[src/rtl/axis_mirrors_pkt.sv]
// axis_mirrors_pkt: packet-aware AXI-stream broadcaster.
// One input stream is copied into NUM independent per-channel FIFOs.
// In CDS_MODE the destination mask is taken from dest_mask on the first beat
// of a packet and held for the rest of it; FULL_MODE sends every beat to all
// channels. A packet whose effective mask is empty is swallowed and flagged
// on pkt_drop the cycle after its last beat is accepted.
module axis_mirrors_pkt #(
  parameter int unsigned DSIZE = 32,
  parameter int unsigned NUM   = 4,
  parameter int unsigned DEPTH = 4,
  parameter string       MODE  = "CDS_MODE"
) (
  input  logic                   clock,
  input  logic                   rst,
  input  logic [NUM-1:0]         dest_mask,
  input  logic [DSIZE-1:0]       s_tdata,
  input  logic                   s_tlast,
  input  logic                   s_tvalid,
  output logic                   s_tready,
  output logic [NUM*DSIZE-1:0]   m_tdata,
  output logic [NUM-1:0]         m_tlast,
  output logic [NUM-1:0]         m_tvalid,
  input  logic [NUM-1:0]         m_tready,
  output logic                   pkt_drop
);

  localparam int unsigned   AW       = $clog2(DEPTH);
  localparam bit            FULL     = (MODE == "FULL_MODE");
  localparam logic [AW:0]   CNT_FULL = (AW+1)'(DEPTH);

  typedef enum logic {
    ST_SOP,
    ST_BODY
  } state_t;

  state_t           r_state;
  state_t           w_state_nxt;
  logic [NUM-1:0]   r_mask;
  logic             r_pkt_drop;

  logic [DSIZE:0]   r_mem  [NUM][DEPTH];
  logic [AW-1:0]    r_wptr [NUM];
  logic [AW-1:0]    r_rptr [NUM];
  logic [AW:0]      r_cnt  [NUM];

  logic [NUM-1:0]   w_eff;
  logic [NUM-1:0]   w_full;
  logic [NUM-1:0]   w_push;
  logic [NUM-1:0]   w_pop;
  logic             w_room;
  logic             w_accept;

  // Effective destination mask: fresh on a first beat, latched otherwise
  always_comb begin
    w_eff = r_mask;
    if (r_state == ST_SOP) begin
      w_eff = FULL ? '1 : dest_mask;
    end
  end

  // Per-channel status and head-of-queue outputs, all from registered state
  always_comb begin
    w_full   = '0;
    m_tvalid = '0;
    m_tlast  = '0;
    m_tdata  = '0;
    for (int unsigned c = 0; c < NUM; c++) begin
      w_full[c]                  = (r_cnt[c] == CNT_FULL);
      m_tvalid[c]                = (r_cnt[c] != '0);
      m_tlast[c]                 = r_mem[c][r_rptr[c]][DSIZE];
      m_tdata[c*DSIZE +: DSIZE]  = r_mem[c][r_rptr[c]][DSIZE-1:0];
    end
  end

  // Input ready: every selected channel must have a free slot; pops this
  // cycle are deliberately ignored so m_tready never reaches s_tready
  always_comb begin
    w_room = 1'b1;
    for (int unsigned c = 0; c < NUM; c++) begin
      if (w_eff[c] && w_full[c]) begin
        w_room = 1'b0;
      end
    end
  end

  assign s_tready = !rst && w_room;
  assign w_accept = s_tvalid && s_tready;
  assign pkt_drop = r_pkt_drop;

  // Push/pop strobes per channel
  always_comb begin
    w_push = '0;
    w_pop  = '0;
    for (int unsigned c = 0; c < NUM; c++) begin
      w_push[c] = w_accept && w_eff[c];
      w_pop[c]  = (r_cnt[c] != '0) && m_tready[c];
    end
  end

  // Packet framing next state: any accepted tlast returns to first-beat
  always_comb begin
    w_state_nxt = r_state;
    if (w_accept) begin
      w_state_nxt = s_tlast ? ST_SOP : ST_BODY;
    end
  end

  // Packet framing state, latched mask and drop pulse
  always_ff @(posedge clock) begin
    if (rst) begin
      r_state    <= ST_SOP;
      r_mask     <= '0;
      r_pkt_drop <= 1'b0;
    end else begin
      r_state    <= w_state_nxt;
      r_pkt_drop <= w_accept && s_tlast && (w_eff == '0);
      if (w_accept && (r_state == ST_SOP)) begin
        r_mask <= w_eff;
      end
    end
  end

  // FIFO pointers and occupancy; simultaneous push and pop keeps the count
  always_ff @(posedge clock) begin
    if (rst) begin
      for (int unsigned c = 0; c < NUM; c++) begin
        r_wptr[c] <= '0;
        r_rptr[c] <= '0;
        r_cnt[c]  <= '0;
      end
    end else begin
      for (int unsigned c = 0; c < NUM; c++) begin
        if (w_push[c]) begin
          r_wptr[c] <= r_wptr[c] + 1'b1;
        end
        if (w_pop[c]) begin
          r_rptr[c] <= r_rptr[c] + 1'b1;
        end
        case ({w_push[c], w_pop[c]})
          2'b10:   r_cnt[c] <= r_cnt[c] + 1'b1;
          2'b01:   r_cnt[c] <= r_cnt[c] - 1'b1;
          default: r_cnt[c] <= r_cnt[c];
        endcase
      end
    end
  end

  // FIFO storage: {tlast, tdata} written at the tail of each selected channel
  always_ff @(posedge clock) begin
    for (int unsigned c = 0; c < NUM; c++) begin
      if (w_push[c]) begin
        r_mem[c][r_wptr[c]] <= {s_tlast, s_tdata};
      end
    end
  end

endmodule

[config.mk]
export PLATFORM = sky130hd
export DESIGN_NAME = axis_mirrors_pkt
export DESIGN_NICKNAME = d
export VERILOG_FILES = /design/src/rtl/axis_mirrors_pkt.sv
export SDC_FILE = /design/constraint.sdc
export NUM_CORES = 1
export LEC_CHECK = 0
export ABC_CLOCK_PERIOD_IN_PS = 2900
export BUFFER_PORTS_ARGS = -buffer_cell sky130_fd_sc_hd__buf_2
export CAP_MARGIN = 10
export CORE_UTILIZATION = 53
export DETAILED_ROUTE_END_ITERATION = 12
export PLACE_DENSITY_LB_ADDON = 0.25
export SYNTH_ARGS = -nofsm -noshare
export SYNTH_HDL_FRONTEND = slang
export SYNTH_SLANG_ARGS = --single-unit
[constraint.sdc]
create_clock -name clock -period 2.9 [get_ports clock]
set_clock_uncertainty 0.05 [all_clocks]
set_input_delay 0.145 -clock clock [delete_from_list [all_inputs] [get_ports clock]]
set_output_delay 0.145 -clock clock [all_outputs]
set_load 0.05 [all_outputs]
==> summary.txt <==
STA
  • Final hold violation count: 0
  • Highest attainable clock frequency: roughly 360 MHz
  • Max-slew headroom: 0.569
  • Post-route minimum period: 2.77 ns
  • Worst hold margin: 0.0446 ns
  • # setup viols final: 0
  • Number of pins with negative max-slew slack in the final report: 0
  • Ratio of final minimum period to clock period: 0.955
  • Final total negative setup slack: 0 ns
  • Worst slew pin tran: 0.647 ns

Synth
  • Top FF cell, synth: edfxtp_1
  • YS warnings: 0
  • Post-synthesis sequential area ratio: 0.787
  • Library cell occupying the most area in the post-synthesis netlist: edfxtp_1
  • Share of the synthesized area in the top cell type: 0.781
  • Mapped Avg Cell Area: 23.2 um^2
  • Number of distinct library cells after synthesis: 40
  • Synth Net Count: 994
  • FFs w/ async S/R, synth: 0
  • Post-synthesis cell count: 920
  • Register bit total from synthesis: 562
  • Post-Syn Area: 21400 um^2
  • Synth area leaders: edfxtp_1 78%, mux4_2 14%, ha_1 1.6%
  • Number of enable-type register cells in the synthesized netlist: 556

Power and ir drop
  • Register share of total power: 0.484
  • Clock network fraction of design power: 0.353
  • Share of total power consumed by net switching: 0.268
  • Leak: ~0.0086 uW
  • Switch Pwr: 5110 uW
  • Peak ir drop on the vdd network: 0.000548 V
  • Part of the total power dissipated in combinational logic: 0.163
  • Internal power summed over all cells: around 14000 uW
  • PD cells: 747 nW/um^2

Die
  • Core ar.: 39700 um^2
  • I/O Pins: 182
  • Die span in x: just over 200 um
  • Row cnt: 73
  • Starting Density: 0.538
  • Die outline area: 41100 um^2
  • Die Height: 203 um

Place
  • Placement-stage cell area: 23300 um^2
  • Last weighted congestion value of the routability-driven placer: about 0.77
  • Cell total after placement: between 1500 and 2000
  • HPWL after detailed placement: between 20000 and 30000 um
  • Input/output buffers: 181

Routing
  • Wire length reported by the detailed router: 44300 um
  • Post-DR wirelength/cell: about 25 um
  • Average via count per standard cell: 5.72
  • DRC violation total after the first TritonRoute iteration: between 600 and 700
  • Number of nets still failing antenna checks after routing: 0
  • First-pass DRT Iterations: 5
  • DRC errors left: 0
  • Total number of vias: 10200

CTS
  • TritonCTS Buffers: 55
  • Clock-pin transition on the worst setup and hold timing paths: 0.06 ns
  • Clock sink total: between 500 and 600
  • Clock Latency Late Sink: about 0.6 ns
  • Maximum buffer depth of the clock tree: 3
  • CTS tree: built
  • H-tree depth: 2
  • Root Buffer Master: clkbuf_16

Setup path
  • Arrival time of the worst setup path: about 3.1 ns
  • Worst setup SP type: flop
  • Cells along the critical path: or3b_1 > o221ai_4 > buf_12 > nor3_4 > inv_1 > ha_1 > nand2_1 > fa_1 > xor2_1 > nor3_1 > a21oi_1 > nor2_1
  • Launch point of the worst path: r_cnt[2][0]
  • Required time reported for the critical path endpoint: 3.19 ns
  • Max incr delay on CP: ~0.49 ns
  • Largest fanout on the critical path: 5
  • CP endpoint kind: flop
  • Startpoint of the worst-slack reg-to-reg timing path: r_cnt[2][0]
  • Slowest stage cell, crit path: or3b_1
  • Worst Path Class, Setup: flop to flop

Outcome
  • Run status: completed

Finish
  • Area overhead of the layout relative to synthesis: 19.6%
  • N_diodes: 0
  • Layout cells sized above 1: 0.379
  • Non-filler instance count after layout: 1789
  • Final core utilization: 0.643
  • Number of nets in the layout: 1296
  • Final design area excluding fillers: 25600 um^2

Worst hold path
  • Hold_sp: rst
  • Type of the tightest min-delay check: primary input to flop

Run
  • Max-cap viol count: 0

Global route
  • Global-route wire length before repair: 65400 um
  • Number of global-route vias before repair: 10400
  • Pin count of the biggest net entering global routing: 36
  • Grt total ovfl: 0
  • GRT Overall Usage: 0.220
  • Antenna violations before repair: 1
cells in the mapped netlist (2+ instances only):
| library cell | number |
|---|---|
| ha_1 | 27 |
| or3_1 | 3 |
| nor2b_1 | 2 |
| and2_1 | 20 |
| buf_2 | 16 |
| xnor2_1 | 4 |
| o221a_2 | 2 |
| clkbuf_1 | 17 |
| mux2i_4 | 4 |
| inv_1 | 26 |
| or3b_1 | 2 |
| buf_1 | 3 |
| nor3_1 | 25 |
| nand2_1 | 12 |
| dfxtp_1 | 6 |
| mux4_2 | 132 |
| nand3_1 | 4 |
| nor2_1 | 12 |
| fa_1 | 3 |
| xor2_1 | 5 |
| o21ai_1 | 8 |
| edfxtp_1 | 556 |
| nor3_4 | 4 |
| a21oi_1 | 8 |
| o21ai_0 | 4 |
kinds of logic after synthesis:
kind of cell / Yosys count / share of synthesized area
XOR/XNOR: 9 / 0.00369
buffers and inverters: 63 / 0.0124
multiplexers: 137 / 0.144
flip-flops: 562 / 0.787
AND/OR/NAND/NOR: 90 / 0.0247
adder cells (fa/ha/maj): 30 / 0.0186
AO/OA/AOI/OAI: 29 / 0.00995
power by group through the flow:
stage	Clock (uW)	Sequential [uW]	Combinational [uW]
floorplan	0	9370	2240
global placement	0	9390	3040
detailed placement	0	9400	3070
CTS	6860	9230	3130
global route	7160	9250	3270
finish	6740	9240	3110
registers in the layout, indices dropped and copies added (netlist names):
register and cells:
r_mem 528, r_wptr 8, r_state 1, pkt_drop 1
r_cnt 12, r_mask 4, r_rptr 8
routing by layer:
metal / track usage / vias up / wire length (um)
met2: 0.355 / 306 / 21900
met1: 0.316 / 5450 / 19400
met3: 0.0409 / 48 / 2360
met4: 0.0486 / 0 / 627
li1: - / 4430 / -
met5: 0 / - / 0
final timing paths:
| path | endpoint | slack [ns] | cells after the start |
|---|---|---|---|
| setup reg to reg | r_cnt[2][2] | 0.13 | 12 |
| setup / recovery | r_cnt[2][2] | 0.13 | 12 |
| hold / removal | pkt_drop | 0.04 | 3 |
| hold reg to reg | r_cnt[0][0] | 0.57 | 1 |
placed cells by master, fill, tap and decap left out, types with 2 or more instances in the layout:
cell type,synthesis,layout
nor3_4,4,4
nor3_1,25,25
nor2_1,12,12
dlygate4sd3_1,0,45
edfxtp_1,556,556
buf_4,0,43
or3b_4,1,2
a21oi_1,8,8
or3_1,3,3
clkinv_2,0,8
o21ai_0,4,4
clkinvlp_4,0,3
and2_1,20,4
buf_2,16,181
clkbuf_1,17,5
o221a_2,2,2
bufinv_16,0,4
ha_1,27,27
o221ai_4,1,2
clkbuf_16,0,56
clkinv_1,0,21
nand2_1,12,11
dfxtp_1,6,5
nand2_2,1,2
and2_2,0,16
inv_1,26,26
xnor2_1,4,4
nand3_1,4,4
buf_12,0,13
o21ai_1,8,8
fa_1,3,3
mux2i_4,4,4
mux4_2,132,132
xor2_1,5,4
nor2b_1,2,2
critical path: cells and delay by family (launching register included):
kind                     cells  cell delay, ns
AO/OA/AOI/OAI                2            0.38
XOR/XNOR                     1            0.19
adder cells (fa/ha/maj)      2            0.55
buffers and inverters        2            0.21
flip-flops                   1            0.42
AND/OR/NAND/NOR              5            0.71
final cells by class:
class / count / area, um^2
clock buffers: 61 / 1420
clock inverters: 38 / 287
fillers: 2682 / 14200
inverters: 26 / 97.6
multi-input cells: 295 / 4330
flip-flops and latches: 562 / 16800
well taps: 525 / 657
repair buffers: 282 / 1940
timing repair:
item | 4_1_cts | 5_1_grt
hold endpoints to repair | 539 | 0
setup buffers | 0 | 3
hold buffers | 45 | 0
endpoints found under the setup margin | 0 | 3
gates resized for setup | 0 | 5
through the flow:
stage | setup WS [ns] | total power, uW
after floorplan | 0.150 | 11600
after global placement | 0.131 | 12400
after detailed placement | 0.0548 | 12500
after CTS | 0.0184 | 19200
after global routing | -0.00250 | 19700
final | 0.130 | 19100
(Power assumes the default switching activity.)
